<file path="config.mk">
export PLATFORM = sky130hd
export DESIGN_NAME = writeback_stage
export DESIGN_NICKNAME = d
export VERILOG_FILES = /design/src/rtl/writeback_stage.sv
export SDC_FILE = /design/constraint.sdc
export NUM_CORES = 1
export LEC_CHECK = 0
export ABC_CLOCK_PERIOD_IN_PS = 3400
export BUFFER_PORTS_ARGS = -buffer_cell sky130_fd_sc_hd__buf_4
export CAP_MARGIN = 10
export CORE_MARGIN = 5
export CORE_UTILIZATION = 43
export CTS_CLUSTER_DIAMETER = 120
export CTS_CLUSTER_SIZE = 30
export DETAILED_ROUTE_END_ITERATION = 12
export GPL_TIMING_DRIVEN = 0
export PLACE_DENSITY_LB_ADDON = 0.05
export SETUP_SLACK_MARGIN = 0.15
export SYNTH_ARGS = -nofsm -noshare
export SYNTH_HDL_FRONTEND = slang
export SYNTH_SLANG_ARGS = --single-unit
export TNS_END_PERCENT = 1
</file>
<file path="constraint.sdc">
create_clock -name clock -period 3.4 [get_ports clock]
set_input_delay 0.34 -clock clock [delete_from_list [all_inputs] [get_ports clock]]
set_output_delay 0.34 -clock clock [all_outputs]
set_load 0.01 [all_outputs]
</file>
<file path="src/rtl/writeback_stage.sv">
`default_nettype none
// ============================================================================
// Module   : writeback_stage
// Purpose  : MEM/WB pipeline register and register-file write port. Holds a
//            one-entry record of the last committed write for decode bypass
//            and counts retired instructions.
// Revision : 1.0 - initial release
// ============================================================================
module writeback_stage (
  input  logic        clock,
  input  logic        reset,
  input  logic        mem_valid,
  input  logic        stall,
  input  logic        flush,
  input  logic        RegWrite_in,
  input  logic        MemtoReg,
  input  logic        RegDst,
  input  logic [31:0] alu_result,
  input  logic [31:0] memory_read_data,
  input  logic [4:0]  rt,
  input  logic [4:0]  rd,
  output logic [31:0] write_data,
  output logic [4:0]  write_register_index,
  output logic        RegWrite,
  output logic        bypass_valid,
  output logic [4:0]  bypass_index,
  output logic [31:0] bypass_data,
  output logic [31:0] retired_count
);

  localparam logic [4:0] c_reg_zero = 5'd0;

  logic [4:0]  w_dest;
  logic [31:0] w_val;

  logic [31:0] write_data_q,           write_data_d;
  logic [4:0]  write_register_index_q, write_register_index_d;
  logic        reg_write_q,            reg_write_d;
  logic        bypass_valid_q,         bypass_valid_d;
  logic [4:0]  bypass_index_q,         bypass_index_d;
  logic [31:0] bypass_data_q,          bypass_data_d;
  logic [31:0] retired_count_q,        retired_count_d;

  // Destination index and write value ahead of the MEM/WB register.
  always_comb begin
    w_dest = RegDst ? rd : rt;
    w_val  = MemtoReg ? memory_read_data : alu_result;
  end

  // MEM/WB capture: flush beats stall; a bubble clears like a flush.
  always_comb begin
    write_data_d           = write_data_q;
    write_register_index_d = write_register_index_q;
    reg_write_d            = reg_write_q;
    if (flush) begin
      write_data_d           = 32'd0;
      write_register_index_d = 5'd0;
      reg_write_d            = 1'b0;
    end else if (stall) begin
      // Hold; a held write simply repeats into the register file.
    end else if (!mem_valid) begin
      write_data_d           = 32'd0;
      write_register_index_d = 5'd0;
      reg_write_d            = 1'b0;
    end else begin
      write_data_d           = w_val;
      write_register_index_d = w_dest;
      // Writes to $zero are suppressed but index/data are still latched.
      reg_write_d            = RegWrite_in && (w_dest != c_reg_zero);
    end
  end

  // Bypass record tracks the write the register file commits at this edge.
  always_comb begin
    bypass_valid_d = reg_write_q;
    bypass_index_d = bypass_index_q;
    bypass_data_d  = bypass_data_q;
    if (reg_write_q) begin
      bypass_index_d = write_register_index_q;
      bypass_data_d  = write_data_q;
    end
  end

  // Retired-instruction counter; wraps silently.
  always_comb begin
    retired_count_d = retired_count_q;
    if (mem_valid && !stall && !flush) begin
      retired_count_d = retired_count_q + 32'd1;
    end
  end

  // State registers with asynchronous clear.
  always_ff @(posedge clock or posedge reset) begin
    if (reset) begin
      write_data_q           <= 32'd0;
      write_register_index_q <= 5'd0;
      reg_write_q            <= 1'b0;
      bypass_valid_q         <= 1'b0;
      bypass_index_q         <= 5'd0;
      bypass_data_q          <= 32'd0;
      retired_count_q        <= 32'd0;
    end else begin
      write_data_q           <= write_data_d;
      write_register_index_q <= write_register_index_d;
      reg_write_q            <= reg_write_d;
      bypass_valid_q         <= bypass_valid_d;
      bypass_index_q         <= bypass_index_d;
      bypass_data_q          <= bypass_data_d;
      retired_count_q        <= retired_count_d;
    end
  end

  assign write_data           = write_data_q;
  assign write_register_index = write_register_index_q;
  assign RegWrite             = reg_write_q;
  assign bypass_valid         = bypass_valid_q;
  assign bypass_index         = bypass_index_q;
  assign bypass_data          = bypass_data_q;
  assign retired_count        = retired_count_q;

endmodule
`default_nettype wire

</file>
==> key figures, run 1 <==
Global route
  • Largest net degree at the start of global routing: 74
  • Vias in the first global route: about 3,800
  • GRT Residual Overflow: 0
  • Initial antenna violation count: 0
  • First-pass GRT wire length: approximately 19,000 um
  • GRT Util Overall: a little under a fifth

Floorplan
  • Die width: ~110 um
  • Core area: ~10,000 um2
  • Die Y-Extent: ~110 um
  • Row count: 37
  • Ports: 190
  • Initial Util: ~44%
  • Total die area: approximately 13,000 um2

Power
  • P_leak: roughly 0.0033 uW
  • Sequential share of power: 54.6%
  • Clock power frac: 28.0%
  • Peak supply drop: between 0.0002 and 0.0003 V
  • Pwr Total: approximately 2700 uW
  • P_sw: around 740 uW
  • Pwr dens: 418.6 nW/um2
  • Pint: between 1500 and 2000 uW
  • Share of power burned in combinational logic: about 18%
  • Sw frac: a little over a quarter

Run
  • Max cap viols: 0

Finish
  • Synth-to-layout area growth: 39.06%
  • Register Area: approximately 2700 um2
  • Final Instance Count excl. Fillers: roughly 710
  • Nets: roughly 660
  • Antenna diodes: 0
  • Share of cells above drive strength 1: a little over two fifths
  • Multi-input gate area: approximately 1800 um2
  • # fillers: a little under 900

Critical path
  • Critical Path RT: 3.65 ns
  • Cells on worst reg2reg path: 5
  • Critical Path AT: between 2 and 2.5 ns
  • CP max stage delay: 0.60 ns
  • R2r endpoint: retired_count[24]
  • Crit Reg-Reg Startpoint: retired_count[0]
  • Worst setup EP type: flop
  • Worst setup SP type: flop
  • Worst R2R Setup Slack: between 1 and 1.5 ns
  • Crit path cell chain: ha_1 > nand4bb_1 > nor4_4 > nand4_1 > xnor2_1
  • CP max FO: 10
  • Crit path max-delay cell type: nor4_4
  • CP Class: flop to flop

Synthesis
  • Library cells used by synthesis: 30
  • Synth cell count leaders: dfrtp_1 (108), nand2_1 (50), mux2_2 (37), mux2i_1 (37), o21ai_0 (37)
  • Post-synth top area share: a little under 60%
  • Synth top area cells: dfrtp_1 (59%), mux2_2 (9.0%), mux2i_1 (8.0%)
  • Syn_area_per_cell: 12.37 um2
  • Top FF cell, synth: dfrtp_1
  • Mapped Area: approximately 4600 um2
  • Count leader, synth: dfrtp_1
  • Register area share after synthesis: roughly three fifths
  • Dominant cell type by area after synthesis: dfrtp_1
  • Syn Nets: around 460
  • Fraction of registers with async set or reset after synthesis: 100.0%
  • Syn Inst Count: 373
  • Register bit total from synthesis: 108
  • Ys Warns: 0
  • Post-synth EDFFs: 0

Clock tree
  • CTS Buffer Depth: 2
  • CTS clk-pin slew, worst paths: 0.10 ns
  • Root Buffer: clkbuf_8
  • Cts repair resizes: 0
  • TritonCTS Buffers: 9
  • Worst skew pair latency: approximately 0.37 ns
  • TritonCTS clock tree: built
  • CTS sink count: between 100 and 150
  • Hold Buf Count CTS: 1
  • CTS H-tree depth: 3
  • Post-CTS setup buffers: 0

Detailed routing
  • Routed wire length: between 10,000 and 15,000 um
  • Antenna-violating nets left: 0
  • Mean routed wirelength per cell: 16.98 um
  • Router iterations before antenna repair: 4
  • Starting DRT DRC Count: ~140
  • Vias after detailed routing: 3,537
  • Vias per inst: between 4 and 5
  • DRC Markers: 0

Timing
  • Tmin final: ~1.9 ns
  • Slew Viols, Final: 0
  • Tcrit/Tclk final: a little under three fifths
  • Max Clk Rate: approximately 520 MHz
  • Slew @ Worst Pin: ~0.64 ns
  • Unrepaired setup endpoints after global routing: false
  • Worst Skew: 0.01123 ns
  • Slew HR: a little under three fifths
  • Final Hold Viols: 0
  • Final Setup Violations: 0

Placement
  • Port Buf Inserts: about 190
  • GPL Wtd Cong: slightly below 0.8
  • DP Cell Count: between 600 and 700
  • Post-DP HPWL: just over 9000 um

Run status
  • Status: finished clean

Hold path
  • End of the worst hold path: RegWrite
  • Hold Path Cell Cnt: 2
  • Worst Hold Class: primary input to flop
  • Hold path start: RegWrite_in
==> area by class of cell <==
type,count,area share [%]
Clock buffer,12,2.419
Multi-Input combinational cell,245,28.40
Timing Repair Buffer,189,22.47
Tap cell,136,2.653
Sequential cell,108,42.13
Clock inverter,4,0.5071
Inverter,2,0.1560
Buffer,18,1.268
==> state kept, by name, summed over array words and instances (netlist names) <==
register / count
RegWrite: 1
bypass_data: 32
bypass_index: 5
bypass_valid: 1
retired_count: 32
write_data: 32
write_register_index: 5
==> cells by family (layout without fill, tap and decap cells) <==
family | Yosys count | in the layout | synth area share (%)
compound gates | 39 | 39 | 4.367
xor+xnor | 31 | 31 | 5.886
fa+ha+maj | 1 | 1 | 0.2712
buf+inv | 20 | 225 | 1.926
flops | 108 | 108 | 58.58
mux | 74 | 74 | 17.06
simple gates | 100 | 100 | 11.91
==> critical path: cells and delay by family (launching register included) <==
family                   cells  cell delay, ns
flip-flops                   1            0.45
XOR/XNOR                     1            0.16
adder cells (fa/ha/maj)      1            0.20
AND/OR/NAND/NOR              3            1.00
==> power groups by stage <==
stage / clock (uW) / sequential, uW / combinational, uW
after detailed placement: 0 / 1490 / 478
after floorplan: 0 / 1510 / 163
after global placement: 0 / 1480 / 469
final: 751 / 1470 / 469
after global routing: 823 / 1480 / 514
after CTS: 772 / 1470 / 479
==> layer usage <==
metal	vias to the layer above	track usage, %	share of wire [%]
li1	1703	-	-
met1	1709	24.09	42
met2	114	32.04	50
met3	11	5.942	7.6
met4	0	4.087	1.1
met5	-	0	0
==> layout by cell type, fill, tap and decap left out, types with 4 or more instances in the layout <==
master / Yosys / layout
nor2_1: 6 / 6
buf_2: 5 / 5
nand3_1: 10 / 10
buf_4: 0 / 187
nand4_1: 13 / 13
clkbuf_8: 0 / 11
dfrtp_1: 108 / 108
and3_1: 4 / 4
o21ai_0: 37 / 37
xnor2_1: 28 / 28
clkbuf_1: 10 / 11
mux2_2: 37 / 37
mux2i_1: 37 / 37
nand2_1: 50 / 50
==> worst max path at each step <==
stage | from | slack [ns] | end
after floorplan | reset | 0.21 | RegWrite
after global placement | reset | -1.04 | bypass_data[7]
after detailed placement | retired_count[0] | 1.49 | retired_count[26]
after CTS | retired_count[1] | 1.47 | retired_count[26]
after global routing | retired_count[1] | 1.34 | retired_count[20]
final | retired_count[0] | 1.48 | retired_count[24]
==> through the flow <==
| step | setup slack, ns | instance area [um2] | hold WS, ns | utilization [%] | setup TNS (ns) |
|---|---|---|---|---|---|
| finish | 1.483 | 6415 | 0.2123 | 61.59 | 0 |
| global route | 1.335 | 6415 | 0.1908 | 61.59 | 0 |
| CTS | 1.473 | 6415 | 0.1998 | 61.59 | 0 |
| detailed placement | 1.490 | 6217 | 0.4068 | 59.69 | 0 |
| global placement | -1.035 | 6187 | 0.4413 | 59.40 | -111.17 |
| floorplan | 0.2144 | 4613 | 0.4499 | - | 0 |
Power figures use the tool's default switching activity.
==> run 2, diff against run 1 <==
ABC_CLOCK_PERIOD_IN_PS = 1700   (was 3400)
clock period = 1.7 ns   (was 3.4 ns; I/O delays follow)
==> key figures, run 2 (synthesized netlist as in run 1, its figures left out) <==
Global route
  • Vias in the first global route: ~3,700
  • First-pass GRT wire length: around 19,000 um
  • Initial antenna violation count: 0
  • GRT Util Overall: a little under a fifth
  • Largest net degree at the start of global routing: 44
  • GRT Residual Overflow: 0

Timing
  • Slew @ Worst Pin: about 0.70 ns
  • Tcrit/Tclk final: 92.14%
  • Worst Skew: 0.01582 ns
  • Final Setup Violations: 0
  • Slew HR: 53.02%
  • Final Hold Viols: 0
  • Max Clk Rate: approximately 640 MHz
  • Slew Viols, Final: 0
  • Tmin final: 1.566 ns
  • Unrepaired setup endpoints after global routing: true

Detailed routing
  • Vias per inst: roughly 4.9
  • Router iterations before antenna repair: 4
  • Routed wire length: ~12,000 um
  • Starting DRT DRC Count: about 120
  • Vias after detailed routing: about 3,600
  • Mean routed wirelength per cell: ~17 um
  • Antenna-violating nets left: 0
  • DRC Markers: 0

Placement
  • DP Cell Count: 698
  • GPL Wtd Cong: between 0.7 and 0.8
  • Post-DP HPWL: between 9000 and 10,000 um
  • Port Buf Inserts: approximately 190

Clock tree
  • TritonCTS Buffers: 9
  • CTS clk-pin slew, worst paths: around 0.10 ns
  • CTS sink count: between 100 and 150
  • CTS H-tree depth: 3
  • Worst skew pair latency: around 0.35 ns
  • TritonCTS clock tree: built
  • CTS Buffer Depth: 2
  • Root Buffer: clkbuf_8

Critical path
  • CP max stage delay: 0.42 ns
  • Critical Path AT: around 1.8 ns
  • CP Class: flop to flop
  • CP max FO: 5
  • R2r endpoint: retired_count[28]
  • Crit path cell chain: ha_4 > nand4bb_4 > nor4_4 > buf_4 > buf_12 > nand4_1 > xnor2_1
  • Crit Reg-Reg Startpoint: retired_count[0]
  • Worst setup SP type: flop
  • Worst R2R Setup Slack: 0.13 ns
  • Crit path max-delay cell type: dfrtp_1
  • Critical Path RT: 1.93 ns
  • Worst setup EP type: flop
  • Cells on worst reg2reg path: 7

Power
  • P_leak: ~0.0034 uW
  • Pwr dens: 851.3 nW/um2
  • Peak supply drop: approximately 0.00054 V
  • Pwr Total: 5634 uW

Floorplan
  • Total die area: approximately 13,000 um2
  • Ports: 190
  • Die Y-Extent: about 110 um
  • Row count: 37
  • Die width: about 110 um
  • Core area: 10,420 um2
  • Initial Util: 44.29%

Finish
  • Nets: 670
  • Commonest cells after routing, fill and taps aside: buf_4 (198), dfrtp_1 (104), nand2_1 (50)
  • Final Instance Count excl. Fillers: 728
  • Synth-to-layout area growth: 43.45%
  • # fillers: around 860
  • Most common cell after layout, fill and taps aside: buf_4
  • Antenna diodes: 0
  • Share of cells above drive strength 1: about 46%

Run status
  • Status: finished clean

Hold path
  • Hold Path Cell Cnt: 2
  • Worst Hold Class: primary input to flop
  • Hold path start: RegWrite_in
  • End of the worst hold path: RegWrite

Run
  • Max cap viols: 0
run 2: cell types whose count changed in the layout (fill, tap and decap cells not counted), moves of 2 or more:
cell	change
buf_4	+11
dfrtp_1	-4
dfrtp_2	+4
buf_12	+3
clkbuf_1	-2
run 2: worst max path at each step:
stage	startpoint	to	slack, ns
2_1_floorplan	retired_count[0]	retired_count[28]	0.07
3_3_place_gp	reset	bypass_data[30]	-0.48
3_5_place_dp	retired_count[0]	retired_count[18]	-0.16
4_1_cts	retired_count[0]	retired_count[28]	0.08
5_1_grt	retired_count[0]	retired_count[22]	0.06
6_report	retired_count[0]	retired_count[28]	0.13
run 2: layer usage:
layer / vias to the layer above / track usage, % / wire, um
met3: 15 / 4.721 / 857
met2: 116 / 32.12 / 6232
met5: - / 0 / 0
met4: 0 / 5.609 / 192
met1: 1745 / 22.36 / 4800
li1: 1723 / - / -
run 2: cell type report:
class,count,area (um2),share of cell area [%]
plain buffers,18,82.58,1.248
clock buffers,11,151.4,2.288
clock inverters,5,60.06,0.9075
inverters,2,11.26,0.1702
multi-input cells,245,1853,28.00
flip-flops and latches,108,2708,40.92
well taps,136,170.2,2.571
repair buffers,203,1582,23.90
run 2: per-stage QoR:
stage	setup WS (ns)	area, um2	utilization [%]	hold WS, ns	setup TNS [ns]
floorplan	0.06541	4617	-	0.3319	0
global placement	-0.4768	6191	59.44	0.4204	-52.32
detailed placement	-0.1605	6231	59.82	0.3182	-1.615
CTS	0.08412	6474	62.15	0.06423	0
global route	0.06299	6618	63.53	0.07273	0
finish	0.1336	6618	63.53	0.08497	0
run 2: critical path: cells and delay by family (launching register included):
kind,cells,cell delay [ns]
adder cells (fa/ha/maj),1,0.16
XOR/XNOR,1,0.15
AND/OR/NAND/NOR,3,0.43
flip-flops,1,0.42
buffers and inverters,2,0.28
run 2: repair_timing:
item,in CTS,in global routing
hold buffers,1,0
hold endpoints to repair,30,0
gates cloned,0,1
setup buffers,1,11
pin swaps,1,5
resized for setup,1,8
setup endpoints to repair,34,36
run 2: power breakdown:
part	switching (uW)	internal [uW]
clock	859	766
sequential	160	2750
combinational	472	623
